===== src/rtl/div_pkg.sv =====
// Shared definitions for the sequential signed divider: state encoding,
// default operand width, result field offsets and the divide-by-zero quotient.
package div_pkg;

    localparam int DIV_WIDTH = 32;

    // Remainder sits in the upper half of the packed result and the quotient in the lower half.
    localparam int REM_LSB = 32;
    localparam int QUO_LSB = 0;

    localparam logic [DIV_WIDTH-1:0] DZ_QUOTIENT = '1;

    typedef enum logic [2:0] {
        IDLE,
        PREP,
        ITER,
        FIXUP,
        DONE
    } div_state_t;

endpackage


===== src/rtl/div_step.sv =====
// One restoring-division iteration: shift {A,Q} left, trial-subtract M,
// restore on a negative difference and shift the quotient bit into Q[0].
module div_step #(
    parameter int WIDTH = 32
) (
    input  logic [WIDTH:0]   a,
    input  logic [WIDTH-1:0] q,
    input  logic [WIDTH-1:0] m,
    output logic [WIDTH:0]   a_next,
    output logic [WIDTH-1:0] q_next
);

    // One extra bit of headroom so the sign of the trial difference is exact.
    logic [WIDTH+1:0] a_shift;
    logic [WIDTH+1:0] diff;
    logic             neg;

    assign a_shift = {a, q[WIDTH-1]};
    assign diff    = a_shift - {2'b00, m};
    assign neg     = diff[WIDTH+1];
    assign a_next  = neg ? a_shift[WIDTH:0] : diff[WIDTH:0];

    genvar gi;
    generate
        for (gi = 1; gi < WIDTH; gi++) begin : g_qshift
            assign q_next[gi] = q[gi-1];
        end
    endgenerate

    assign q_next[0] = ~neg;

endmodule


===== src/rtl/div_seq_ctrl.sv =====
// Multi-cycle signed restoring divider: one quotient bit per clock, with
// busy/done handshake, abort and divide-by-zero reporting.
module div_seq_ctrl
    import div_pkg::*;
#(
    parameter int WIDTH = DIV_WIDTH
) (
    input  logic               clk,
    input  logic               clr_n,
    input  logic               start,
    input  logic               abort,
    input  logic [WIDTH-1:0]   dividend,
    input  logic [WIDTH-1:0]   divisor,
    output logic               busy,
    output logic               done,
    output logic               div_zero,
    output logic [2*WIDTH-1:0] result
);

    localparam int CW = $clog2(WIDTH + 1);
    localparam logic [CW-1:0] CNT_LAST = CW'(WIDTH - 1);

    div_state_t state_reg, state_next;

    logic [WIDTH-1:0]   dividend_reg;
    logic [WIDTH-1:0]   divisor_reg;
    logic               sign_q_reg;
    logic               sign_r_reg;
    logic [WIDTH:0]     a_reg;
    logic [WIDTH-1:0]   q_reg;
    logic [WIDTH-1:0]   m_reg;
    logic [CW-1:0]      cnt_reg;
    logic [2*WIDTH-1:0] result_reg;
    logic               div_zero_reg;

    logic [WIDTH:0]     a_step;
    logic [WIDTH-1:0]   q_step;
    logic [WIDTH-1:0]   abs_dividend;
    logic [WIDTH-1:0]   abs_divisor;
    logic [WIDTH-1:0]   quo_fix;
    logic [WIDTH-1:0]   rem_fix;
    logic               divisor_zero;

    div_step #(.WIDTH(WIDTH)) u_step (
        .a      (a_reg),
        .q      (q_reg),
        .m      (m_reg),
        .a_next (a_step),
        .q_next (q_step)
    );

    // Magnitudes are taken as unsigned, so the most negative value maps to 2^(WIDTH-1).
    assign abs_dividend = dividend_reg[WIDTH-1] ? (~dividend_reg + 1'b1) : dividend_reg;
    assign abs_divisor  = divisor_reg[WIDTH-1]  ? (~divisor_reg + 1'b1)  : divisor_reg;
    assign quo_fix      = sign_q_reg ? (~q_reg + 1'b1) : q_reg;
    assign rem_fix      = sign_r_reg ? (~a_reg[WIDTH-1:0] + 1'b1) : a_reg[WIDTH-1:0];
    assign divisor_zero = (divisor_reg == '0);

    always_ff @(posedge clk or negedge clr_n) begin
        if (!clr_n) begin
            state_reg <= IDLE;
        end else begin
            state_reg <= state_next;
        end
    end

    always_comb begin
        state_next = state_reg;
        busy       = 1'b0;
        done       = 1'b0;
        case (state_reg)
            IDLE: begin
                if (start) state_next = PREP;
            end
            PREP: begin
                busy = 1'b1;
                if (abort)             state_next = IDLE;
                else if (divisor_zero) state_next = DONE;
                else                   state_next = ITER;
            end
            ITER: begin
                busy = 1'b1;
                if (abort)                     state_next = IDLE;
                else if (cnt_reg == CNT_LAST)  state_next = FIXUP;
            end
            FIXUP: begin
                busy = 1'b1;
                if (abort) state_next = IDLE;
                else       state_next = DONE;
            end
            DONE: begin
                done       = 1'b1;
                state_next = start ? PREP : IDLE;
            end
            default: state_next = IDLE;
        endcase
    end

    always_ff @(posedge clk or negedge clr_n) begin
        if (!clr_n) begin
            dividend_reg <= '0;
            divisor_reg  <= '0;
            sign_q_reg   <= 1'b0;
            sign_r_reg   <= 1'b0;
            a_reg        <= '0;
            q_reg        <= '0;
            m_reg        <= '0;
            cnt_reg      <= '0;
            result_reg   <= '0;
            div_zero_reg <= 1'b0;
        end else begin
            case (state_reg)
                IDLE, DONE: begin
                    if (start) begin
                        dividend_reg <= dividend;
                        divisor_reg  <= divisor;
                        sign_q_reg   <= dividend[WIDTH-1] ^ divisor[WIDTH-1];
                        sign_r_reg   <= dividend[WIDTH-1];
                    end
                end
                PREP: begin
                    if (!abort) begin
                        if (divisor_zero) begin
                            result_reg[REM_LSB +: WIDTH] <= dividend_reg;
                            result_reg[QUO_LSB +: WIDTH] <= DZ_QUOTIENT;
                            div_zero_reg                 <= 1'b1;
                        end else begin
                            q_reg   <= abs_dividend;
                            m_reg   <= abs_divisor;
                            a_reg   <= '0;
                            cnt_reg <= '0;
                        end
                    end
                end
                ITER: begin
                    if (!abort) begin
                        a_reg   <= a_step;
                        q_reg   <= q_step;
                        cnt_reg <= cnt_reg + 1'b1;
                    end
                end
                FIXUP: begin
                    if (!abort) begin
                        result_reg[REM_LSB +: WIDTH] <= rem_fix;
                        result_reg[QUO_LSB +: WIDTH] <= quo_fix;
                        div_zero_reg                 <= 1'b0;
                    end
                end
                default: ;
            endcase
        end
    end

    assign result   = result_reg;
    assign div_zero = div_zero_reg;

endmodule


===== config.mk =====
export PLATFORM = sky130hd
export DESIGN_NAME = div_seq_ctrl
export DESIGN_NICKNAME = d
export VERILOG_FILES = /design/src/rtl/div_pkg.sv /design/src/rtl/div_step.sv /design/src/rtl/div_seq_ctrl.sv
export SDC_FILE = /design/constraint.sdc
export NUM_CORES = 1
export LEC_CHECK = 0
export CAP_MARGIN = 20
export CORE_UTILIZATION = 30
export CTS_CLUSTER_SIZE = 8
export DETAILED_ROUTE_END_ITERATION = 8
export SYNTH_ARGS = -nofsm -noshare
export SYNTH_HDL_FRONTEND = slang
export SYNTH_HIERARCHICAL = 1
export SYNTH_SLANG_ARGS = --single-unit

===== constraint.sdc =====
create_clock -name clk -period 3.3 [get_ports clk]
set_input_delay 0.99 -clock clk [delete_from_list [all_inputs] [get_ports clk]]
set_output_delay 0.99 -clock clk [all_outputs]
set_load 0.03 [all_outputs]

## Word-level counts from Yosys, hierarchy flattened

Index checks and enable logic that the tools add are counted.

- Input port bits: 68
- Bits in registers: 237
- Word-level logic and storage cells: 83

- Bitwise logic cells: 8
- Reduce and logical (&&, ||, !) cells: 11
- Equality and inequality tests: 12
- Add/sub/neg operators: 6
- Mux-type cells: 35

Operator list:

| cell | count |
|---|---|
| two-way mux 32 bit | 7 |
| two-way mux 64 bit | 3 |
| two-way mux 33 bit | 4 |
| adder 32 x 1 -> 32 bit (second input constant) | 4 |
| NOT 32 bit | 4 |
| case mux 64 bit (2 select lines) | 1 |
| case mux 33 bit (2 select lines) | 1 |
| case mux 32 bit (2 select lines) | 1 |
| subtractor 34 x 32 -> 34 bit | 1 |
| zero test 32 bit | 1 |
| two-way mux 3 bit | 6 |
| two-way mux 6 bit | 3 |
| case mux 3 bit (5 select lines) | 1 |
| != test 2 bit (second input constant) | 6 |
| case mux 6 bit (2 select lines) | 1 |
| AND reduction 4 bit | 2 |
| adder 6 x 1 -> 6 bit (second input constant) | 1 |
| equality test 3 x 2 -> 1 bit (second input constant) | 2 |
| equality test 6 x 5 -> 1 bit (second input constant) | 1 |
| two-way mux 1 bit | 6 |
| AND reduction 2 bit | 2 |
| nonzero test 2 bit | 2 |
| equality test 3 x 1 -> 1 bit (second input constant) | 1 |
| equality test 3 bit (second input constant) | 1 |
| other kinds (8) | 10 |

## Logic depth before layout (Yosys ltp)

- Depth in word-level cells: 6
- Mapped depth: 16
- Gate-level depth less buffers: 14

## By module

The synthesis kept the hierarchy.

By module, submodules not included:

| module | instances | area an instance (sq um) | cells each |
|---|---|---|---|
| div_seq_ctrl | 1 | 12036.5 | 1245 |
| div_step | 1 | 2446.1 | 337 |

## Least setup slack after synthesis

OpenSTA, ideal clock, no wires.

- Kind: reg2reg
- Start: register a_reg[5]
- End: register a_reg[27]
- Period minus slack after synthesis: 3.084 ns
- Path slack: 0.216 ns
- Library setup time: 0.133 ns
- Arrival time: 2.951 ns
- Cell stages (with the launch flop): 14
- Required time: 3.167 ns
- Cell sequence: dfrtp_1 ha_1 clkbuf_1 nand2_1 or3b_1 a211oi_2 o31ai_1 and3_4 o31ai_4 xor2_1 buf_4 mux2_2 nand2_1 o21ai_0

- Longest elaborated chain between the ends: 4

RTL lines:

| what | RTL line | source |
|---|---|---|
| start, declared | div_seq_ctrl.sv:29 | `logic [WIDTH:0] a_reg;` |
| start signal, assigned | div_seq_ctrl.sv:137 | `a_reg <= a_step;` |
| subtractor 34 x 32 -> 34 bit | div_step.sv:19 | `assign diff = a_shift - {2'b00, m};` |
| two-way mux 33 bit | div_step.sv:21 | `assign a_next = neg ? a_shift[WIDTH:0] : diff[WIDTH:0];` |
| via a_step[27] | div_seq_ctrl.sv:36 | `logic [WIDTH:0] a_step;` |
| two-way mux 33 bit | div_seq_ctrl.sv:136 | `if (!abort) begin` |
| case mux 33 bit (2 select lines) | div_seq_ctrl.sv:112 | `case (state_reg)` |

The timed path passes the listed nets, and every way through them passes these cells. The select of a mux whose other input is x is not followed.
A chain may end at the register's enable or synchronous reset.

## Worst setup path after layout

- Start: register m_reg[12]
- End: register a_reg[27]

- Longest elaborated chain between the ends: 4

RTL lines:

| what | RTL line | source |
|---|---|---|
| start, declared | div_seq_ctrl.sv:31 | `logic [WIDTH-1:0] m_reg;` |
| start signal, assigned | div_seq_ctrl.sv:129 | `m_reg <= abs_divisor;` |
| subtractor 34 x 32 -> 34 bit | div_step.sv:19 |  |
| two-way mux 33 bit | div_step.sv:21 |  |
| via a_step[27] | div_seq_ctrl.sv:36 |  |
| two-way mux 33 bit | div_seq_ctrl.sv:136 |  |
| case mux 33 bit (2 select lines) | div_seq_ctrl.sv:112 |  |

The timed path passes the listed nets, and every way through them passes these cells. The select of a mux whose other input is x is not followed.

==> results.md <==
- The flow ran to the end, but the final reports show violations.
- The checks that failed: setup timing.
- The detail route stage leaves a number of antenna-violating nets equal to 0.
- The sequential element share of the synthesized area is roughly two fifths.
- The slack of the critical path is -10.98 ps.
- The number of cells on the critical path is 15.
- The worst-case IR drop observed on VDD is 0.4178 mV.
- The required time reported for the critical path endpoint is about 3700 ps.
- In this run, distinct cell masters in the synthesized netlist total 71.
- The die is 221.7 um tall.
- The area enclosed by the die boundary is 0.04916 mm^2.
- TritonCTS built the clock tree.
- In this run, the number of DRC markers left after iteration 0 of detailed routing was slightly below 1000.
- The post-synthesis async set-or-reset flop share is 100.0%.
- The type of origin of the critical path is a register.
- The delay of the slowest critical-path stage is 430 ps.
- The count of endpoints failing hold in the final timing report is 0.
- Adding up every negative setup slack in the final design gives -32.30 ps.
- The number of nets produced by synthesis is 1688.
- Entering global routing, the biggest net connects 96 pins.
- The final number of setup-violating endpoints is 6.
- The wire-length estimate of the detail-placed layout is ~33 mm.
- The worst clock skew is 18.65 ps.
- The routed design could run at a clock period as short as around 3300 ps.
- The initial antenna violation count is 0.
- The cell-internal power is 8522 uW.
- The synthesized design contains 236 register bits.
- The first global-routing pass estimated 69.35 mm of wire.
- The share of total power dissipated in sequential elements is a little over a third.
- The pre-CTS setup slack is -290.0 ps.
- Yosys mapped a number of flops with a built-in enable equal to 0.
- The net switching power of the design is 5778 uW.
- The startpoint-to-endpoint class of the critical path is reg2reg.
- The peak fanout along the critical path is 5.
- The area share of the largest cell type after synthesis is roughly two fifths.
- The remaining global-route overflow is 0.
- The post-synth design cell area is 0.01448 mm^2.
- The length in cells of the worst reg-to-reg path is 15.
- Clock-pin slew was measured on the worst setup and hold paths at ~50 ps.
- The share of total power in combinational logic is a little over two fifths.
- The most area-hungry cell type in the Yosys netlist is sky130_fd_sc_hd__dfrtp_1.
- The total wire length after detailed routing is 44.29 mm.
- The number of buffers added to fix hold violations after cts is 0.
- The worst path uses 100.3% of the clock period.
- The region available for standard cell placement spans 0.04765 mm^2.
- In this run the static leakage power is ~0.008 uW.
- The number of max-slew violations in the final report is 0.
- The cell family contributing the most delay on the critical path is simple AND/OR/NAND/NOR gates.
- In the routed layout, each cell is associated on average with a via count of approximately 5.2.
- Averaged over all synthesized cells, the footprint is 9.155 um^2.
- The slowest cell on the critical path is sky130_fd_sc_hd__or3b_4.
- The number of remaining DRC errors is 0.
- The number of clock buffers added by TritonCTS is 36.
- The flip-flop cell with the highest count after synthesis is sky130_fd_sc_hd__dfrtp_1.
- The critical path goes through inv_1 > ha_1 > nand4_1 > or3b_4 > a211oi_2 > buf_4 > o31ai_2 > and3_4 > o31ai_4 > xor2_4 > buf_6 > clkbuf_16 > mux2_4 > nand2_2 > o21ai_1.
- Measured against its own limit, the worst slew margin works out to 28.57%.
- For this run, the number of Yosys warnings is 6.
- Across all layers, the routed design uses ~12000 vias.
- At the end of routability-driven placement, the weighted congestion stood at 0.8524.
- In the final routed layout, each cell accounts on average for around 19 um.
- The total iterations of the first detailed-routing run is 5.
- Counting every instance in the synthesized netlist gives 1582.
- The die outline width is 221.7 um.
- Compared with the post-synthesis result, the final layout area differs by 26.55%.
- The number of rows in the core area is 80.
- Setup repair after global routing could not meet its margin everywhere.
- In this run the worst hold path is classified as reg2reg.
- The max-cap violation count is 0.
- For the pin with the worst max-slew slack, the measured transition is 1071 ps.
- Counting along the longest clock path gives a buffer depth of 3.
- The later pin in the worst-skew pair is clocked with a latency of around 550 ps.
- The tree is rooted in a sky130_fd_sc_hd__clkbuf_16.
- Cells with a size suffix above 1 make up 17.27% of the layout.
- The number of nets in the finished design is 1859.
- In this run the power density over the cells is about 800 mW/mm^2.
- The clock sink total is about 240.
- The H-tree depth is 2.
- The critical path endpoint category is a register.
- The achievable frequency is 0.3020 GHz.
- The number of flip-flops in the largest register is 64.
- For this configuration, the core starts out at a cell density of 30.40%.
- 135 I/O pins were placed.
- Of the total power, the clock network draws a little under a quarter.
- The via count of the first global-routing pass was between 10000 and 15000.
- The total buffers and inverters traversed by the critical path is 4.
- Input and output buffers added on the ports amount to 134.
- The global routing usage summed across all routing layers is 17.81%.
- The data arrival time of the critical path is 3710 ps.
- Net switching is between 40 and 50% of the power.
- Counting instances, the worst hold path has a depth of 1.
- Yosys attributes the largest share of cell area to sky130_fd_sc_hd__dfrtp_1, sky130_fd_sc_hd__o21ai_0, sky130_fd_sc_hd__nand2_1, sky130_fd_sc_hd__xor2_1, sky130_fd_sc_hd__mux2_2.
[stage by stage]
| step | instances | instance area (um^2) | total power [uW] | hold WS [ps] | utilization [%] |
|---|---|---|---|---|---|
| final | 2376 | 18330 | 14300 | 472.5 | 38.47 |
| after global placement | 2317 | 16950 | 10790 | 464.1 | 35.58 |
| after CTS | 2362 | 17930 | 14300 | 478.7 | 37.64 |
| after detailed placement | 2317 | 16950 | 10910 | 467.4 | 35.58 |
| after global routing | 2375 | 18330 | 15200 | 497.5 | 38.46 |
| after floorplan | 1582 | 14480 | 8656 | 445.0 | - |
[power by group through the flow]
stage | registers, uW | logic [uW] | clock network (uW)
6_report | 5000 | 6000 | 3300
4_1_cts | 5020 | 5880 | 3400
3_5_place_dp | 5050 | 5850 | 0
5_1_grt | 5160 | 6530 | 3520
2_1_floorplan | 5410 | 3250 | 0
3_3_place_gp | 5010 | 5780 | 0
[cells in the mapped netlist, drive strengths merged, types with 4 or more instances]
| master | instances |
|---|---|
| dfrtp | 236 |
| nand2 | 214 |
| o21ai | 166 |
| nor2 | 91 |
| xor2 | 90 |
| mux2 | 86 |
| clkbuf | 83 |
| a21oi | 80 |
| xnor2 | 57 |
| inv | 50 |
| o31ai | 43 |
| buf | 40 |
| ha | 37 |
| mux2i | 31 |
| nand3 | 29 |
| a21o | 27 |
| o41ai | 25 |
| nor3 | 19 |
| o211ai | 16 |
| or3 | 16 |
| or4 | 16 |
| nor2b | 12 |
| nand4 | 11 |
| a211oi | 10 |
| nor4 | 10 |
| nand2b | 9 |
| o21a | 6 |
| or2 | 6 |
| and3 | 5 |
| nand3b | 5 |
| o22a | 5 |
| or3b | 5 |
| a31o | 4 |
| a31oi | 4 |
| o21bai | 4 |
| o41a | 4 |
[cell usage in the layout (no fill, tap or decap), drive strengths merged, types with 6 or more instances in the layout]
cell type	count
nand3	29
inv	52
clkbuf	42
nor2b	12
xnor2	57
xor2	90
o21a	6
ha	37
nand2b	9
or2	6
a21o	27
or3	16
mux2	86
nor3	19
o41ai	25
clkdlybuf4s50	133
a211oi	10
o21ai	166
nand2	214
dfrtp	236
nand4	11
or4	16
a21oi	80
mux2i	31
o211ai	16
o31ai	43
buf	121
nor4	10
nor2	91
[what timing repair did]
action / CTS / global route
gates resized for setup: 1 / 82
endpoints found under the setup margin: 15 / 29
pin swaps: 0 / 8
cloned: 0 / 3
buffers inserted: 0 / 10
[worst paths after layout]
path | startpoint | endpoint | slack, ps
worst max register to register | m_reg[12] | a_reg[27] | -10
worst min register to register | result[44] | result[44] | 470
worst min-delay path | result[44] | result[44] | 470
min in group asynchronous | clr_n | result[20] | 490
max in group asynchronous | clr_n | m_reg[20] | 1990
worst max-delay path | m_reg[12] | a_reg[27] | -10
[cell type report]
type,count,area [um^2]
Fill cell,4791,29320
Antenna cell,1,2.502
Multi-Input combinational cell,1173,8049
Timing Repair Buffer,256,2437
Tap cell,615,769.5
Clock inverter,5,58.81
Inverter,50,187.7
Sequential cell,236,5907
Clock buffer,40,915.9
[layer usage]
metal,routed length (um),global-route usage [%],up-vias
met5,0,0,-
met4,1206,6.116,0
met3,1974,2.730,68
met2,20680,28.67,306
met1,20430,24.28,5979
li1,-,-,5892
[logic make-up (layout without fill, tap and decap cells)]
family | Yosys count | in the layout | share of synthesized area [%]
multiplexers | 117 | 117 | 8.829
other | 0 | 1 | 0
AND/OR/NAND/NOR | 466 | 466 | 15.15
AO/OA/AOI/OAI | 405 | 405 | 17.53
buffers and inverters | 173 | 351 | 5.486
flip-flops | 236 | 236 | 40.78
adder cells (fa/ha/maj) | 38 | 38 | 3.335
XOR/XNOR | 147 | 147 | 8.890
Note: power is estimated with default switching activity, not from simulation.
